--- src/rtl/dmac_bus_arbiter.sv ---
// Two-master / two-slave arbiter and interconnect in front of the DMAC.
// The host parks on the bus. The DMAC keeps it for as long as it holds its request.
module dmac_bus_arbiter #(
    parameter logic [2:0] MEM_BASE  = 3'b000,
    parameter logic [2:0] DMAC_BASE = 3'b001
) (
    input  logic        Clk,
    input  logic        reset,
    input  logic        M0_req,
    input  logic        M0_wr,
    input  logic [7:0]  M0_address,
    input  logic [31:0] M0_dout,
    input  logic        M1_req,
    input  logic        M1_wr,
    input  logic [7:0]  M1_address,
    input  logic [31:0] M1_dout,
    output logic        M0_grant,
    output logic        M1_grant,
    output logic [31:0] M_din,
    output logic        S0_sel,
    output logic        S1_sel,
    output logic        S_wr,
    output logic [7:0]  S_address,
    output logic [31:0] S_din,
    input  logic [31:0] S0_dout,
    input  logic [31:0] S1_dout
);

    typedef enum logic {GNT0 = 1'b0, GNT1 = 1'b1} state_t;

    state_t     state_q, state_d;
    logic [1:0] rd_sel_q, rd_sel_d;
    logic       own1;
    logic       g_req;
    logic       g_wr;

    // While reset is held the host path drives the bus, whatever the state register holds.
    always_comb begin
        own1      = (state_q == GNT1) && !reset;
        g_req     = own1 ? M1_req     : M0_req;
        g_wr      = own1 ? M1_wr      : M0_wr;
        S_address = own1 ? M1_address : M0_address;
        S_din     = own1 ? M1_dout    : M0_dout;
        S_wr      = g_req & g_wr;
        S0_sel    = g_req && (S_address[7:5] == MEM_BASE);
        S1_sel    = g_req && (S_address[7:5] == DMAC_BASE);
    end

    always_comb begin
        state_d = state_q;
        case (state_q)
            GNT0:    if (!M0_req && M1_req) state_d = GNT1;
            GNT1:    if (!M1_req)           state_d = GNT0;
            default: state_d = GNT0;
        endcase
        rd_sel_d = {S1_sel & ~S_wr, S0_sel & ~S_wr};
    end

    always_ff @(posedge Clk) begin
        if (reset) begin
            state_q  <= GNT0;
            rd_sel_q <= 2'b00;
        end else begin
            state_q  <= state_d;
            rd_sel_q <= rd_sel_d;
        end
    end

    // A read still in flight when reset arrives is dropped rather than returned.
    always_comb begin
        M0_grant = (state_q == GNT0) || reset;
        M1_grant = (state_q == GNT1) && !reset;
        if (reset)            M_din = 32'h0;
        else if (rd_sel_q[1]) M_din = S1_dout;
        else if (rd_sel_q[0]) M_din = S0_dout;
        else                  M_din = 32'h0;
    end

endmodule

--- config.mk ---
export PLATFORM = sky130hd
export DESIGN_NAME = dmac_bus_arbiter
export DESIGN_NICKNAME = d
export VERILOG_FILES = /design/src/rtl/dmac_bus_arbiter.sv
export SDC_FILE = /design/constraint.sdc
export NUM_CORES = 1
export LEC_CHECK = 0
export ABC_AREA = 0
export CORE_AREA = 3 3 88 90
export CTS_CLUSTER_DIAMETER = 40
export DETAILED_ROUTE_END_ITERATION = 7
export DIE_AREA = 0 0 91 93
export HOLD_SLACK_MARGIN = 0.1
export PLACE_DENSITY_LB_ADDON = 0.05
export SETUP_SLACK_MARGIN = 0.2
export SYNTH_ARGS = -nofsm -noshare
export SYNTH_HDL_FRONTEND = slang
export SYNTH_SLANG_ARGS = --single-unit
--- constraint.sdc ---
create_clock -name Clk -period 1.72 [get_ports Clk]
set_input_delay 0.258 -clock Clk [delete_from_list [all_inputs] [get_ports Clk]]
set_output_delay 0.258 -clock Clk [all_outputs]
set_load 0.1 [all_outputs]
==> metrics.md <==
| Metric | Value |
|---|---|
| Compound-gate portion of the synthesized area | `between 20% and 30%` |
| Fill count | `approximately 500` |
| Int Power | `~0.97 mW` |
| Data required time of the worst path | `about 1.5 ns` |
| Distinct cells, synth | `17` |
| Routed len/inst | `16.0 um` |
| Final Setup Violations | `0` |
| Leakage dissipation | `2.20 nW` |
| Multi-input combinational cell area | `1730 um2` |
| Reg power frac | `about 3.7%` |
| Setup TNS | `0 ns` |
| Total met3 wirelength after detailed routing | `about 930 um` |
| Count of port buffers added during placement | `226` |
| TritonCTS clock tree | `yes` |
| Mapped cell area | `between 1000 and 1500 um2` |
| Met1 wire length | `approximately 2700 um` |
| Total clock sinks | `3` |
| Crit path max fanout | `7` |
| Critical Path Sink Type | `primary output` |
| Post-Syn Instances | `228` |
| Most frequent cells in the layout | `clkdlybuf4s50_1, buf_12, nand2_1, nand2_2, nand2_4` |
| Count of hold-fix buffers inserted at cts | `0` |
| Core region area | `around 7000 um2` |
| Detailed-placement wirelength estimate | `between 6000 and 7000 um` |
| Critical Path, Cell by Cell | `nor2b_4 -> buf_12 -> buf_12 -> nand3_1 -> nand2_2 -> buf_12` |
| Initial antenna violation count | `0` |
| Horiz. Die Dim | `91 um` |
| DR iter-0 viols | `47` |
| Post-synthesis adder-cell area fraction | `0%` |
| Pre-CTS setup slack | `-0.0177 ns` |
| Maximum capacitance violations | `0` |
| Proportion of synthesized area in mux cells | `0%` |
| Most frequent standard cell in the layout excluding fill and tap cells | `clkdlybuf4s50_1` |
| Max clock buf depth | `2` |
| Worst skew pair latency | `approximately 0.21 ns` |
| Post-synthesis xor/xnor area fraction | `0%` |
| Drt drc | `0` |
| Total I/O pin count | `between 200 and 250` |
| Setup repair after global routing missed its margin | `true` |
| Gpl congestion | `about 0.76` |
| Min-Delay Path Depth | `2` |
| Chip height | `roughly 93 um` |
| Arrival time at the worst endpoint | `roughly 1.5 ns` |
| Switching share of total power | `roughly 50%` |
| Syn-to-layout area delta | `380%` |
| Pin count of the biggest net entering global routing | `35` |
| Post-CTS clock slew at the launch and capture registers of the worst setup and hold paths | `~0.030 ns` |
| Cell Pwr Density | `~350 nW/um2` |
| Outcome | `finished, final reports clean` |
| First-pass GRT wire length | `12900 um` |
| CTS Buf Count | `3` |
| Number of cells on the worst reg-to-reg path | `9` |
| Max-slew violation total from the final report | `0` |
| Post-detailed-routing wire length | `around 9000 um` |
| Worst slew slack as a fraction of its limit | `between 70% and 80%` |
| Area share of and/or/nand/nor cells after synthesis | `between 50% and 60%` |
| FF/Latch Area | `approximately 66 um2` |
| Min setup slack post-route | `roughly 0.015 ns` |
| Crit path top cell by count | `buf_12` |
| Fraction of final layout cells sized beyond drive strength 1 | `approximately 56%` |
| Seq/Total Area, Yosys | `under 10%` |
| Via count | `roughly 2500` |
| Highest clock rate | `587 MHz` |
| Slowest cell on crit path | `dfxtp_2` |
| Startpoint kind of the worst setup timing path | `flop` |
| Row cnt | `31` |
| Synthesized netlist net count | `roughly 380` |
| Time the worst path needs with I/O delays and setup | `~1.7 ns` |
| Worst Max-Slew Pin Slew | `0.378 ns` |
| Root cell of the clock tree | `clkbuf_8` |
| FF+latch count, synth | `3` |
| Synthesized area per cell | `around 5 um2` |
| Final Skew | `0.00155 ns` |
| Gr usage total | `roughly a fifth` |
| Count of H-tree levels built during CTS | `1` |
| Type of the worst setup path | `reg -> out` |
| PnR Total Power | `just under 2 mW` |
| Uppermost routed layer | `met4` |
| Number of global-route vias before repair | `~2600` |
| Number of nets in the layout | `622` |
| Crit path largest cell delay | `between 0.3 and 0.4 ns` |
| Antenna Cells | `0` |
| Antenna violation net count after detailed routing | `0` |
| Total iterations of the first detailed-routing run | `4` |
| Part of the cycle the worst path needs | `a little under 100%` |
| Initial Util | `16.1%` |
| Via density per instance | `roughly 4.5` |
| Combinational power share | `between 80% and 90%` |
| Fin util | `roughly 78%` |
| Net Switching | `slightly below 1 mW` |
| Detail Route met2 WL | `roughly 5300 um` |
| Relative contribution of the clock network to total power | `10.5%` |
| Peak supply drop | `296 uV` |
| Dominant combinational cell family by area after synthesis | `simple AND/OR/NAND/NOR gates` |
| Synth warnings | `0` |
| Final hold viol count | `0` |
| Total Die Area | `between 8000 and 9000 um2` |
| Hold Path Class | `in -> reg` |
| Gr ovfl total | `0` |
-- power groups by stage --
| stage | Clock, mW | Combinational, mW | Sequential [mW] |
|---|---|---|---|
| 6_report | 0.204 | 1.66 | 0.0726 |
| 5_1_grt | 0.217 | 1.72 | 0.0728 |
| 4_1_cts | 0.210 | 1.60 | 0.0738 |
| 3_5_place_dp | 0 | 1.56 | 0.0748 |
| 3_3_place_gp | 0 | 1.55 | 0.0747 |
| 2_1_floorplan | 0 | 0.810 | 0.0738 |
-- registers in the layout (all words and copies together) (netlist names) --
signal	cells
state_q	1
rd_sel_q	2
-- timing repair --
item / 4_1_cts / 5_1_grt
pin swaps: 11 / 31
buffers inserted: 7 / 9
cloned: 3 / 6
setup endpoints to repair: 77 / 77
gates resized for setup: 44 / 58
-- per-stage QoR --
| stage | hold WS [ns] | cell area [um2] | std cells |
|---|---|---|---|
| 5_1_grt | 0.525 | 5530 | 570 |
| 6_report | 0.505 | 5530 | 570 |
| 4_1_cts | 0.481 | 5080 | 555 |
| 3_3_place_gp | 0.584 | 4780 | 541 |
| 2_1_floorplan | 0.421 | 1710 | 228 |
| 3_5_place_dp | 0.604 | 4780 | 541 |
-- worst paths after layout --
check | start | end | slack [ns]
max | state_q | S1_sel | 0.02
min | M1_req | state_q | 0.50
max reg2reg | state_q | rd_sel_q[0] | 0.14
min reg2reg | state_q | rd_sel_q[0] | 0.82
-- worst max-delay path, delay by kind of cell, from the launching register on --
kind,cells,cell delay [ns]
flip-flops,1,0.33
buffers and inverters,3,0.50
AND/OR/NAND/NOR,3,0.41
-- layout make-up --
cell class | instances | area share (%)
clock buffer | 4 | 0.814
timing repair buffer | 256 | 63.2
sequential | 3 | 1.20
timing repair inverter | 3 | 0.950
multi-input combinational | 204 | 31.2
tap | 99 | 2.24
inverter | 1 | 0.362
-- logic make-up after synthesis --
logic type             after synthesis
AO/OA/AOI/OAI                       35
AND/OR/NAND/NOR                    169
buffers and inverters               21
flip-flops                           3
-- cell usage after synthesis, drive strengths merged --
cell | count | share of area [%]
a21oi | 3 | 1.3
a22oi | 31 | 20
a311o | 1 | 0.87
and2b | 1 | 0.65
and3b | 1 | 0.76
buf | 17 | 12
clkbuf | 3 | 0.98
dfxtp | 3 | 5.2
inv | 1 | 0.54
nand2 | 124 | 40
nand3 | 4 | 1.7
nand3b | 3 | 2.0
nor2 | 31 | 10
nor2b | 2 | 1.5
nor3b | 3 | 2.0
-- per-layer routing --
layer | up-vias | GRT usage [%]
li1 | 1238 | -
met1 | 1162 | 16.5
met2 | 135 | 38.1
met3 | 12 | 8.05
met4 | 0 | 5.40
met5 | - | 0
Note: power is estimated with default switching activity, not from simulation.
